[src/rtl/fp_mul_issue_ctrl_pkg.sv]
// Shared types for the FP multiplier issue controller: rounding modes,
// request/result records and the rounding-mode legality helper.
package fp_mul_issue_ctrl_pkg;

   localparam int unsigned FP_MUL_TAG_W = 5;

   typedef enum logic [2:0] {
      RNE = 3'b000,
      RTZ = 3'b001,
      RDN = 3'b010,
      RUP = 3'b011,
      RMM = 3'b100,
      DYN = 3'b111
   } fp_rm_e;

   // rm is kept as a raw field: illegal encodings must be representable.
   typedef struct packed {
      logic [31:0]             a;
      logic [31:0]             b;
      logic [2:0]              rm;
      logic [FP_MUL_TAG_W-1:0] tag;
   } fp_mul_req_t;

   typedef struct packed {
      logic [31:0]             data;
      logic [FP_MUL_TAG_W-1:0] tag;
      logic                    src;
      logic                    illegal;
   } fp_mul_res_t;

   // A resolved rounding mode is legal only for RNE..RMM.
   function automatic logic fp_rm_legal(input logic [2:0] rm);
      return rm <= 3'(RMM);
   endfunction

endpackage

[src/rtl/fp_mul_issue_ctrl_if.sv]
// Issue-side request bus (two requesters) and writeback-side result bus.
interface fp_mul_issue_ctrl_if #(
   parameter int unsigned TAG_W = 5
);
   logic [1:0]            req_valid;
   logic [1:0][31:0]      req_a;
   logic [1:0][31:0]      req_b;
   logic [1:0][2:0]       req_rm;
   logic [1:0][TAG_W-1:0] req_tag;
   logic [1:0]            req_ready;

   logic                  res_valid;
   logic                  res_ready;
   logic [31:0]           res_data;
   logic [TAG_W-1:0]      res_tag;
   logic                  res_src;
   logic                  res_illegal;

   // Issue logic and writeback side
   modport master (
      output req_valid, req_a, req_b, req_rm, req_tag, res_ready,
      input  req_ready, res_valid, res_data, res_tag, res_src, res_illegal
   );

   // Issue controller side
   modport slave (
      input  req_valid, req_a, req_b, req_rm, req_tag, res_ready,
      output req_ready, res_valid, res_data, res_tag, res_src, res_illegal
   );
endinterface

[src/rtl/fp_mul_res_fifo.sv]
// Small result FIFO between the multiplier and writeback. Flush and reset
// empty it; reset also zeroes storage so the head reads as 0 afterwards.
module fp_mul_res_fifo #(
   parameter  int unsigned DEPTH = 2,
   parameter  int unsigned W     = 32,
   localparam int unsigned PTR_W = (DEPTH > 1) ? $clog2(DEPTH) : 1,
   localparam int unsigned CNT_W = $clog2(DEPTH + 1)
) (
   input  logic             clk,
   input  logic             rst,
   input  logic             flush,
   input  logic             push,
   input  logic [W-1:0]     push_data,
   input  logic             pop,
   output logic [W-1:0]     head_data,
   output logic [CNT_W-1:0] count
);

   logic [W-1:0]     mem_q [DEPTH];
   logic [W-1:0]     mem_d [DEPTH];
   logic [PTR_W-1:0] wr_ptr_q, wr_ptr_d;
   logic [PTR_W-1:0] rd_ptr_q, rd_ptr_d;
   logic [CNT_W-1:0] cnt_q, cnt_d;

   function automatic logic [PTR_W-1:0] ptr_inc(input logic [PTR_W-1:0] p);
      return (p == PTR_W'(DEPTH - 1)) ? '0 : p + 1'b1;
   endfunction

   // Next-state for storage, pointers and count; flush wins over push/pop
   always_comb begin
      mem_d    = mem_q;
      wr_ptr_d = wr_ptr_q;
      rd_ptr_d = rd_ptr_q;
      cnt_d    = cnt_q;
      if (flush) begin
         wr_ptr_d = '0;
         rd_ptr_d = '0;
         cnt_d    = '0;
      end else begin
         if (push) begin
            mem_d[wr_ptr_q] = push_data;
            wr_ptr_d        = ptr_inc(wr_ptr_q);
         end
         if (pop) begin
            rd_ptr_d = ptr_inc(rd_ptr_q);
         end
         cnt_d = cnt_q + CNT_W'(push) - CNT_W'(pop);
      end
   end

   // State registers with synchronous active-low reset
   always_ff @(posedge clk) begin
      if (!rst) begin
         for (int unsigned i = 0; i < DEPTH; i++) begin
            mem_q[i] <= '0;
         end
         wr_ptr_q <= '0;
         rd_ptr_q <= '0;
         cnt_q    <= '0;
      end else begin
         mem_q    <= mem_d;
         wr_ptr_q <= wr_ptr_d;
         rd_ptr_q <= rd_ptr_d;
         cnt_q    <= cnt_d;
      end
   end

   assign head_data = mem_q[rd_ptr_q];
   assign count     = cnt_q;

endmodule

[src/rtl/fp_mul_issue_ctrl.sv]
// Shares one single-stage FP multiplier between two issue requesters:
// round-robin grant, dynamic rounding-mode resolution, an s1 stage that
// tracks the op whose result appears next cycle, and a result FIFO so
// writeback stalls never drop an in-flight op. TAG_W must equal
// FP_MUL_TAG_W because the result record is a package type.
module fp_mul_issue_ctrl
   import fp_mul_issue_ctrl_pkg::*;
#(
   parameter int unsigned TAG_W = FP_MUL_TAG_W,
   parameter int unsigned DEPTH = 2
) (
   input  logic                clk,
   input  logic                rst,
   input  logic                flush,
   input  logic [2:0]          frm,
   fp_mul_issue_ctrl_if.slave  io,
   output logic                mul_en,
   output logic                mul_clear,
   output logic [31:0]         mul_a,
   output logic [31:0]         mul_b,
   output logic [2:0]          mul_rm,
   output logic                mul_p,
   input  logic [31:0]         mul_result
);

   localparam int unsigned CNT_W = $clog2(DEPTH + 1);

   logic             pop;
   logic             can_issue;
   logic             fire;
   logic             winner;
   logic [CNT_W:0]   occ;
   logic [2:0]       rm_eff;
   logic             rm_ok;
   fp_mul_req_t      win_req;
   fp_mul_res_t      push_res;
   fp_mul_res_t      head_res;
   logic [CNT_W-1:0] fifo_count;

   logic             s1_v_q, s1_v_d;
   logic [TAG_W-1:0] s1_tag_q, s1_tag_d;
   logic             s1_src_q, s1_src_d;
   logic             s1_ill_q, s1_ill_d;
   logic             rr_ptr_q, rr_ptr_d;

   // Arbitration, grant and multiplier drive for the current cycle
   always_comb begin
      pop = io.res_valid & io.res_ready;
      // Occupancy after this cycle: FIFO plus the s1 op that lands next edge.
      occ = (CNT_W + 1)'(fifo_count) + (CNT_W + 1)'(s1_v_q) - (CNT_W + 1)'(pop);
      can_issue = rst & ~flush & (occ < (CNT_W + 1)'(DEPTH));
      winner = (&io.req_valid) ? rr_ptr_q : io.req_valid[1];
      fire = can_issue & (|io.req_valid);

      io.req_ready = '0;
      if (fire) begin
         io.req_ready[winner] = 1'b1;
      end

      win_req.a   = io.req_a[winner];
      win_req.b   = io.req_b[winner];
      win_req.rm  = io.req_rm[winner];
      win_req.tag = io.req_tag[winner];

      rm_eff = (win_req.rm == 3'(DYN)) ? frm : win_req.rm;
      rm_ok  = fp_rm_legal(rm_eff);

      mul_en    = fire;
      mul_p     = fire;
      mul_clear = ~rst | flush;
      mul_a     = fire ? win_req.a : '0;
      mul_b     = fire ? win_req.b : '0;
      mul_rm    = (fire && rm_ok) ? rm_eff : 3'(RNE);
   end

   // Next-state for the s1 tracking stage and round-robin pointer
   always_comb begin
      s1_v_d   = fire;
      s1_tag_d = s1_tag_q;
      s1_src_d = s1_src_q;
      s1_ill_d = s1_ill_q;
      rr_ptr_d = rr_ptr_q;
      if (fire) begin
         s1_tag_d = win_req.tag;
         s1_src_d = winner;
         s1_ill_d = ~rm_ok;
         rr_ptr_d = ~winner;
      end
   end

   // s1 stage and arbiter state registers
   always_ff @(posedge clk) begin
      if (!rst) begin
         s1_v_q   <= 1'b0;
         s1_tag_q <= '0;
         s1_src_q <= 1'b0;
         s1_ill_q <= 1'b0;
         rr_ptr_q <= 1'b0;
      end else begin
         s1_v_q   <= s1_v_d;
         s1_tag_q <= s1_tag_d;
         s1_src_q <= s1_src_d;
         s1_ill_q <= s1_ill_d;
         rr_ptr_q <= rr_ptr_d;
      end
   end

   assign push_res = '{data: mul_result, tag: s1_tag_q, src: s1_src_q, illegal: s1_ill_q};

   fp_mul_res_fifo #(
      .DEPTH (DEPTH),
      .W     ($bits(fp_mul_res_t))
   ) u_res_fifo (
      .clk       (clk),
      .rst       (rst),
      .flush     (flush),
      .push      (s1_v_q),
      .push_data (push_res),
      .pop       (pop),
      .head_data (head_res),
      .count     (fifo_count)
   );

   assign io.res_valid   = (fifo_count != '0);
   assign io.res_data    = head_res.data;
   assign io.res_tag     = head_res.tag;
   assign io.res_src     = head_res.src;
   assign io.res_illegal = head_res.illegal;

   // The issue condition reserves a slot for the s1 op, so this never trips.
   a_no_overflow: assert property (@(posedge clk) disable iff (!rst)
      ((CNT_W + 1)'(fifo_count) + (CNT_W + 1)'(s1_v_q) <= (CNT_W + 1)'(DEPTH)));

endmodule

[src/flat_wrapper.sv]
// flat-port wrapper written by rule: the top's interface ports become plain ports
module fp_mul_issue_ctrl_flat import fp_mul_issue_ctrl_pkg::*;
#(
   parameter int unsigned TAG_W = FP_MUL_TAG_W,
   parameter int unsigned DEPTH = 2
)
  (clk, rst, flush, frm, mul_en, mul_clear, mul_a, mul_b, mul_rm, mul_p, mul_result, io_req_valid, io_req_a, io_req_b, io_req_rm, io_req_tag, io_res_ready, io_req_ready, io_res_valid, io_res_data, io_res_tag, io_res_src, io_res_illegal);
  fp_mul_issue_ctrl_if #(.TAG_W(TAG_W)) io_i ();
  input  logic clk;
  input  logic rst;
  input  logic flush;
  input  logic [2:0] frm;
  output logic mul_en;
  output logic mul_clear;
  output logic [31:0] mul_a;
  output logic [31:0] mul_b;
  output logic [2:0] mul_rm;
  output logic mul_p;
  input  logic [31:0] mul_result;
  input wire logic [$bits(io_i.req_valid)-1:0] io_req_valid;
  input wire logic [$bits(io_i.req_a)-1:0] io_req_a;
  input wire logic [$bits(io_i.req_b)-1:0] io_req_b;
  input wire logic [$bits(io_i.req_rm)-1:0] io_req_rm;
  input wire logic [$bits(io_i.req_tag)-1:0] io_req_tag;
  input wire logic [$bits(io_i.res_ready)-1:0] io_res_ready;
  output wire logic [$bits(io_i.req_ready)-1:0] io_req_ready;
  output wire logic [$bits(io_i.res_valid)-1:0] io_res_valid;
  output wire logic [$bits(io_i.res_data)-1:0] io_res_data;
  output wire logic [$bits(io_i.res_tag)-1:0] io_res_tag;
  output wire logic [$bits(io_i.res_src)-1:0] io_res_src;
  output wire logic [$bits(io_i.res_illegal)-1:0] io_res_illegal;
  assign io_i.req_valid = io_req_valid;
  assign io_i.req_a = io_req_a;
  assign io_i.req_b = io_req_b;
  assign io_i.req_rm = io_req_rm;
  assign io_i.req_tag = io_req_tag;
  assign io_i.res_ready = io_res_ready;
  assign io_req_ready = io_i.req_ready;
  assign io_res_valid = io_i.res_valid;
  assign io_res_data = io_i.res_data;
  assign io_res_tag = io_i.res_tag;
  assign io_res_src = io_i.res_src;
  assign io_res_illegal = io_i.res_illegal;
  fp_mul_issue_ctrl #(.TAG_W(TAG_W), .DEPTH(DEPTH)) u_core (.clk(clk), .rst(rst), .flush(flush), .frm(frm), .io(io_i), .mul_en(mul_en), .mul_clear(mul_clear), .mul_a(mul_a), .mul_b(mul_b), .mul_rm(mul_rm), .mul_p(mul_p), .mul_result(mul_result));
endmodule
[config.mk]
export PLATFORM = sky130hd
export DESIGN_NAME = fp_mul_issue_ctrl_flat
export DESIGN_NICKNAME = d
export VERILOG_FILES = /design/src/rtl/fp_mul_issue_ctrl_pkg.sv /design/src/rtl/fp_mul_issue_ctrl_if.sv /design/src/rtl/fp_mul_res_fifo.sv /design/src/rtl/fp_mul_issue_ctrl.sv /design/src/flat_wrapper.sv
export SDC_FILE = /design/constraint.sdc
export NUM_CORES = 1
export LEC_CHECK = 0
export ABC_CLOCK_PERIOD_IN_PS = 4900
export CAP_MARGIN = 20
export CORE_AREA = 2 2 117 119
export CTS_BUF_LIST = sky130_fd_sc_hd__clkbuf_4
export DETAILED_ROUTE_END_ITERATION = 8
export DIE_AREA = 0 0 119 121
export PLACE_DENSITY_LB_ADDON = 0.08
export RECOVER_POWER = 100
export SLEW_MARGIN = 10
export SYNTH_ARGS = -nofsm -noshare
export SYNTH_HDL_FRONTEND = slang
export SYNTH_SLANG_ARGS = --single-unit
[constraint.sdc]
create_clock -name clk -period 4.9 [get_ports clk]
set_clock_uncertainty 0.1 [all_clocks]
set_input_delay 0.49 -clock clk [delete_from_list [all_inputs] [get_ports clk]]
set_output_delay 0.49 -clock clk [all_outputs]
set_load 0.05 [all_outputs]
# Yosys cells after proc, flatten, opt, wreduce, memory -nomap -nowiden
# Index checks and enable logic that the tools add are counted.
# word_totals
register_bits,91
latch_bits,0
ramBits,0
mem_bits_ro,0
output_inout_bits,112
wordCells,67
mem_count,0
# op_classes
add_sub_neg,6
mul,0
div,0
magnitude_cmp,7
eq_ne,1
shifts,0
muxes,24
n_bitwise,11
n_reduce_logical,8
# ops
cell,count
$mux W32,6
$mux W39,4
$bwmux W78,1
$demux W39 S1,1
$mux W3,4
$mux W5,2
$and A1 B1 Y1,4
$ge A2 B2 Y1 const B,2
$mux W1,4
$not A1 Y1,4
$not A1 Y2,2
$reduce_and A2 Y1,2
$reduce_or A2 Y1,2
$add A2 B1 Y3,1
$eq A3 B3 Y1 const B,1
$le A3 B3 Y1 const B,1
$logic_and A1 B1 Y1,3
$lt A3 B2 Y1 const B,1
$sub A3 B1 Y3,1
$add A1 B1 Y1 const B,2
$add A2 B1 Y2,1
$lt A1 B2 Y1 const B,1
$lt A2 B1 Y1 const B,1
$mux W2,1
other kinds (5),5

# Longest topological paths before layout
# logic_depth
word_depth,9
mapped_depth,13

# Hierarchy
# A second synthesis with hierarchy kept.
# unflattened
cells_unflattened,520
hier_area_um2,4867.2
# by_module_without_submodules
mod,n_inst,cells_each,area_each_um2,seq_area_each_um2
fp_mul_res_fifo,1,358,3548.4,1641.6
fp_mul_issue_ctrl,1,162,1318.8,180.2

# Worst setup path before layout
# No wires, ideal clock.
# synth_timing
kind,register -> output
startpoint,"register u_core.u_res_fifo.cnt_q[1], in the netlist u_core.u_res_fifo.count[1]"
endpoint,output port mul_rm[0]
t_arrival_ns,3.787
setup_slack_ns,0.523
path_stages_with_launch,12
n_path_buf,0
path_cell_list,dfxtp_1 > or2_2 > and2_1 > ha_1 > inv_1 > ha_1 > inv_1 > fa_1 > xor2_1 > nor4b_4 > o211ai_1 > a221oi_1
# synth_between
elab_chain_len,8
word_cells_on_any_way,9
cone_classes,2 x add/sub; 1 x order compare; 1 x mux; 3 x bitwise; 2 x reduce/logical
# synth_lines
item,line_no,rtl
"start, declared",fp_mul_res_fifo.sv:23,"logic [CNT_W-1:0] cnt_q, cnt_d;"
"start signal, assigned",fp_mul_res_fifo.sv:64,cnt_q <= cnt_d;
$reduce_bool A2 Y1,fp_mul_issue_ctrl.sv:124,assign io.res_valid = (fifo_count != '0);
net io_res_valid,flat_wrapper.sv:27,output wire logic [$bits(io_i.res_valid)-1:0] io_res_valid;
$and A1 B1 Y1,fp_mul_issue_ctrl.sv:48,pop = io.res_valid & io.res_ready;
net u_core.pop,fp_mul_issue_ctrl.sv:28,logic pop;
$sub A3 B1 Y3,fp_mul_issue_ctrl.sv:50,occ = (CNT_W + 1)'(fifo_count) + (CNT_W + 1)'(s1_v_q) - (CNT_W + 1)'(pop);
$lt A3 B2 Y1,fp_mul_issue_ctrl.sv:51,can_issue = rst & ~flush & (occ < (CNT_W + 1)'(DEPTH));
$and A1 B1 Y1,fp_mul_issue_ctrl.sv:51,
$and A1 B1 Y1,fp_mul_issue_ctrl.sv:53,fire = can_issue & (|io.req_valid);
$logic_and A1 B1 Y1,fp_mul_issue_ctrl.sv:73,mul_rm = (fire && rm_ok) ? rm_eff : 3'(RNE);
$mux W3,fp_mul_issue_ctrl.sv:73,
"end, declared",flat_wrapper.sv:17,output logic [2:0] mul_rm;
# The timed path passes the listed nets, and every way through them passes these cells.

# Worst setup path in the final report
# layout_timing
startpoint,"register u_core.u_res_fifo.cnt_q[1], in the netlist u_core.u_res_fifo.count[1]"
endpoint,output port mul_b[10]
# layout_between
elab_chain_len,7
word_cells_on_any_way,8
cone_classes,2 x add/sub; 1 x order compare; 1 x mux; 3 x bitwise; 1 x reduce/logical
# layout_lines
item,line_no,rtl
$reduce_bool A2 Y1,fp_mul_issue_ctrl.sv:124,
$and A1 B1 Y1,fp_mul_issue_ctrl.sv:48,
net u_core.pop,fp_mul_issue_ctrl.sv:28,
$sub A3 B1 Y3,fp_mul_issue_ctrl.sv:50,
$lt A3 B2 Y1,fp_mul_issue_ctrl.sv:51,
$and A1 B1 Y1,fp_mul_issue_ctrl.sv:51,
$and A1 B1 Y1,fp_mul_issue_ctrl.sv:53,
$mux W32,fp_mul_issue_ctrl.sv:72,mul_b = fire ? win_req.b : '0;
"end, declared",flat_wrapper.sv:16,output logic [31:0] mul_b;
# The timed path passes the listed nets, and every way through them passes these cells.

==> metrics <==
run status=finished, violations left; failing checks=capacitance limit, slew limit; CP max FO=65; Post-Synthesis Cells=approximately 560; largest area contributor in the netlist=dfxtp_1; Synth Area in Simple Gates=between 10% and 20%; syn avg cell area=8.145 um2; Die H=approximately 120 um; final hold vios=0; TritonCTS clock tree=built; initial antenna violation count=11; synth unique cells=36; total CTS buffers=9; First-pass DRT Iterations=4; clk_lat worst skew=0.43 ns; Worst-path clk slew=around 0.14 ns; CTS HTree Levels=3; Leakage Power=around 3.1 nW; Post-Syn Nets=747; Arr. time, crit path=slightly below 4 ns; post-route design area=between 7000 and 8000 um2; Starting Density=between 30% and 40%; post-synth top area share=between 40% and 50%; maximum vdd ir drop=around 0.00018 V; total core area=13090 um2; via count=~5.2k; RSZ-0062 raised after global routing=no; Synth Cell Area=around 4600 um2; # setup viols final=0; combinational family with the most area after synthesis=compound AO/OA/AOI/OAI gates; Post-DP Area=roughly 8000 um2; Die Wd=between 100 and 150 um; initial drt markers=325; MaxCap Viol Count=1; Sum Neg Setup Slack=0 ns; ys flop type=dfxtp_1; Vias/cell=slightly above 5; CTS Root Buffer Type=clkbuf_4; PwrDens=roughly 220 nW/um2; max_slew headroom=-26.79%; startpoint types=flop; RD Place Congestion=~0.96; Non-Filler Instances=slightly above 1k; IO Port Bufs=around 300; largest net degree at the start of global routing=79; CTS sink cnt=91; Syn. warnings=0; GRT Util Overall=~28%; ANT nets after route=0; pre-CTS setup slack=approximately 0.8 ns; drt total wl=20.50 mm; number of nets in the layout=roughly 1.0k; Final Cycle Share=between 90 and 100%; post-synthesis register bit count=a little over 90; worst path required time=4.31 ns; Area contributors post-synth=dfxtp_1, nand2_1, a22o_1, mux2_2, a21oi_1; die area=14400 um2; Slew Viols, Final=a little over 40; Row Count=between 40 and 50; vias in the first global route=approximately 5.3k; mux cell area share after synthesis=slightly above 10%; crit path time final=4.514 ns; Ports=between 200 and 300; WL/cell=20.22 um; Placed Cells=a little under 1k; final worst slack=between 0.3 and 0.4 ns; Critical Path End Type=output port; xor-xnor portion of the synthesized cell area=0.5771%; number of gates resized after CTS=0; Worst-Margin Slew=approximately 1.9 ns; clk buf depth=2; Overflow after GRT=0; Hold Path Class=reg2reg; DRC Markers=0; EDFF count, synth=0; Worst Setup Path Type=reg2out; Max Fclk=around 220 MHz; share of layout cells above drive strength 1=between 10% and 20%; ys async rst share=0%; synth-to-layout area growth=72.03%; register area share after synthesis=between 40% and 50%; placed wire-length estimate=between 15 and 20 mm; post-CTS setup buffer count=0; adder-cell share of the synthesized area=less than 1%; Min Hold Slack=0.3627 ns; hold_buf cts=0; first-pass GRT wire length=~30 mm; compound-cell area share of the yosys netlist=a little under a quarter
cell usage after synthesis, drive strengths merged, types with 3 or more instances:
cell,number
dfxtp,91
nand3,8
a221oi,3
clkbuf,28
nand2,171
o21ai,4
a22o,64
nor2,12
inv,8
a311oi,5
mux2i,3
mux2,39
and2,3
buf,21
a21oi,78
cell families after synthesis:
logic type,count (synthesis)
AND/OR/NAND/NOR,205
AO/OA/AOI/OAI,158
flip-flops,91
buffers and inverters,57
multiplexers,42
XOR/XNOR,3
adder cells (fa/ha/maj),3
through the flow:
stage | total power [mW] | utilization (%)
floorplan | 1.063 | -
global placement | 1.413 | 62.80
detailed placement | 1.420 | 62.80
CTS | 1.788 | 63.72
global route | 1.776 | 59.86
finish | 1.708 | 59.86
flip-flops by register name (all words and copies together), names as in the netlist:
name / flops
u_core.u_res_fifo.wr_ptr_q: 1
u_core.rr_ptr_q: 1
u_core.u_res_fifo.mem_q: 78
u_core.u_res_fifo.count: 2
u_core.s1_v_q: 1
u_core.s1_tag_q: 5
u_core.s1_ill_q: 1
u_core.u_res_fifo.rd_ptr_q: 1
u_core.s1_src_q: 1
where the power goes:
group          leakage [nW]  internal, mW  switching (mW)
sequential            0.736         0.758          0.0130
clock                0.0562         0.106           0.264
combinational          2.33         0.263           0.304
area by class of cell:
class	count	area, um2
fill	1152	5253
timing repair buffer	304	3154
multi-input combinational	411	2466
sequential	91	1822
tap	176	220.2
clock buffer	9	67.56
clock inverter	7	52.55
inverter	8	30.03
antenna	8	20.02
placed cells by master (no fill, tap or decap), types with 5 or more instances in the layout:
| cell type | n |
|---|---|
| a311oi_1 | 5 |
| dlygate4sd3_1 | 45 |
| nor2_1 | 12 |
| a21oi_1 | 78 |
| diode_2 | 8 |
| inv_1 | 7 |
| nand2_1 | 171 |
| clkbuf_4 | 9 |
| a22o_1 | 64 |
| nand3_1 | 8 |
| dlymetal6s2s_1 | 9 |
| clkdlybuf4s50_1 | 183 |
| buf_12 | 30 |
| buf_4 | 5 |
| dfxtp_1 | 91 |
| clkbuf_1 | 31 |
| mux2_2 | 39 |
path summary, 6_finish.rpt:
| kind | from | cells after the start | slack, ns | endpoint |
|---|---|---|---|---|
| min | u_core.u_res_fifo.mem_q[1] | 2 | 0.36 | u_core.u_res_fifo.mem_q[1] |
| min reg2reg | u_core.u_res_fifo.mem_q[1] | 2 | 0.36 | u_core.u_res_fifo.mem_q[1] |
| max reg2reg | u_core.u_res_fifo.count[1] | 12 | 1.86 | u_core.rr_ptr_q |
| max | u_core.u_res_fifo.count[1] | 13 | 0.39 | mul_b[10] |
critical path: stages (launching register included):
cell and delay (ns):
dfxtp_1 0.37, or2_2 0.32, and2_0 0.20, ha_1 0.29, inv_1 0.06, ha_1 0.13, inv_1 0.04, fa_1 0.37
xor2_1 0.21, nor4b_4 0.25, and2_2 0.23, buf_12 0.27, a22o_1 0.20, clkbuf_1 0.51
metal layers:
layer | GRT usage [%] | part of all wire, % | vias up
li1 | - | - | 2489
met1 | 29.48 | 38 | 2463
met5 | 0 | 0.21 | -
met2 | 47.38 | 49 | 234
met4 | 10.71 | 2.5 | 6
met3 | 12.45 | 9.5 | 32
Note: power is estimated with default switching activity, not from simulation.
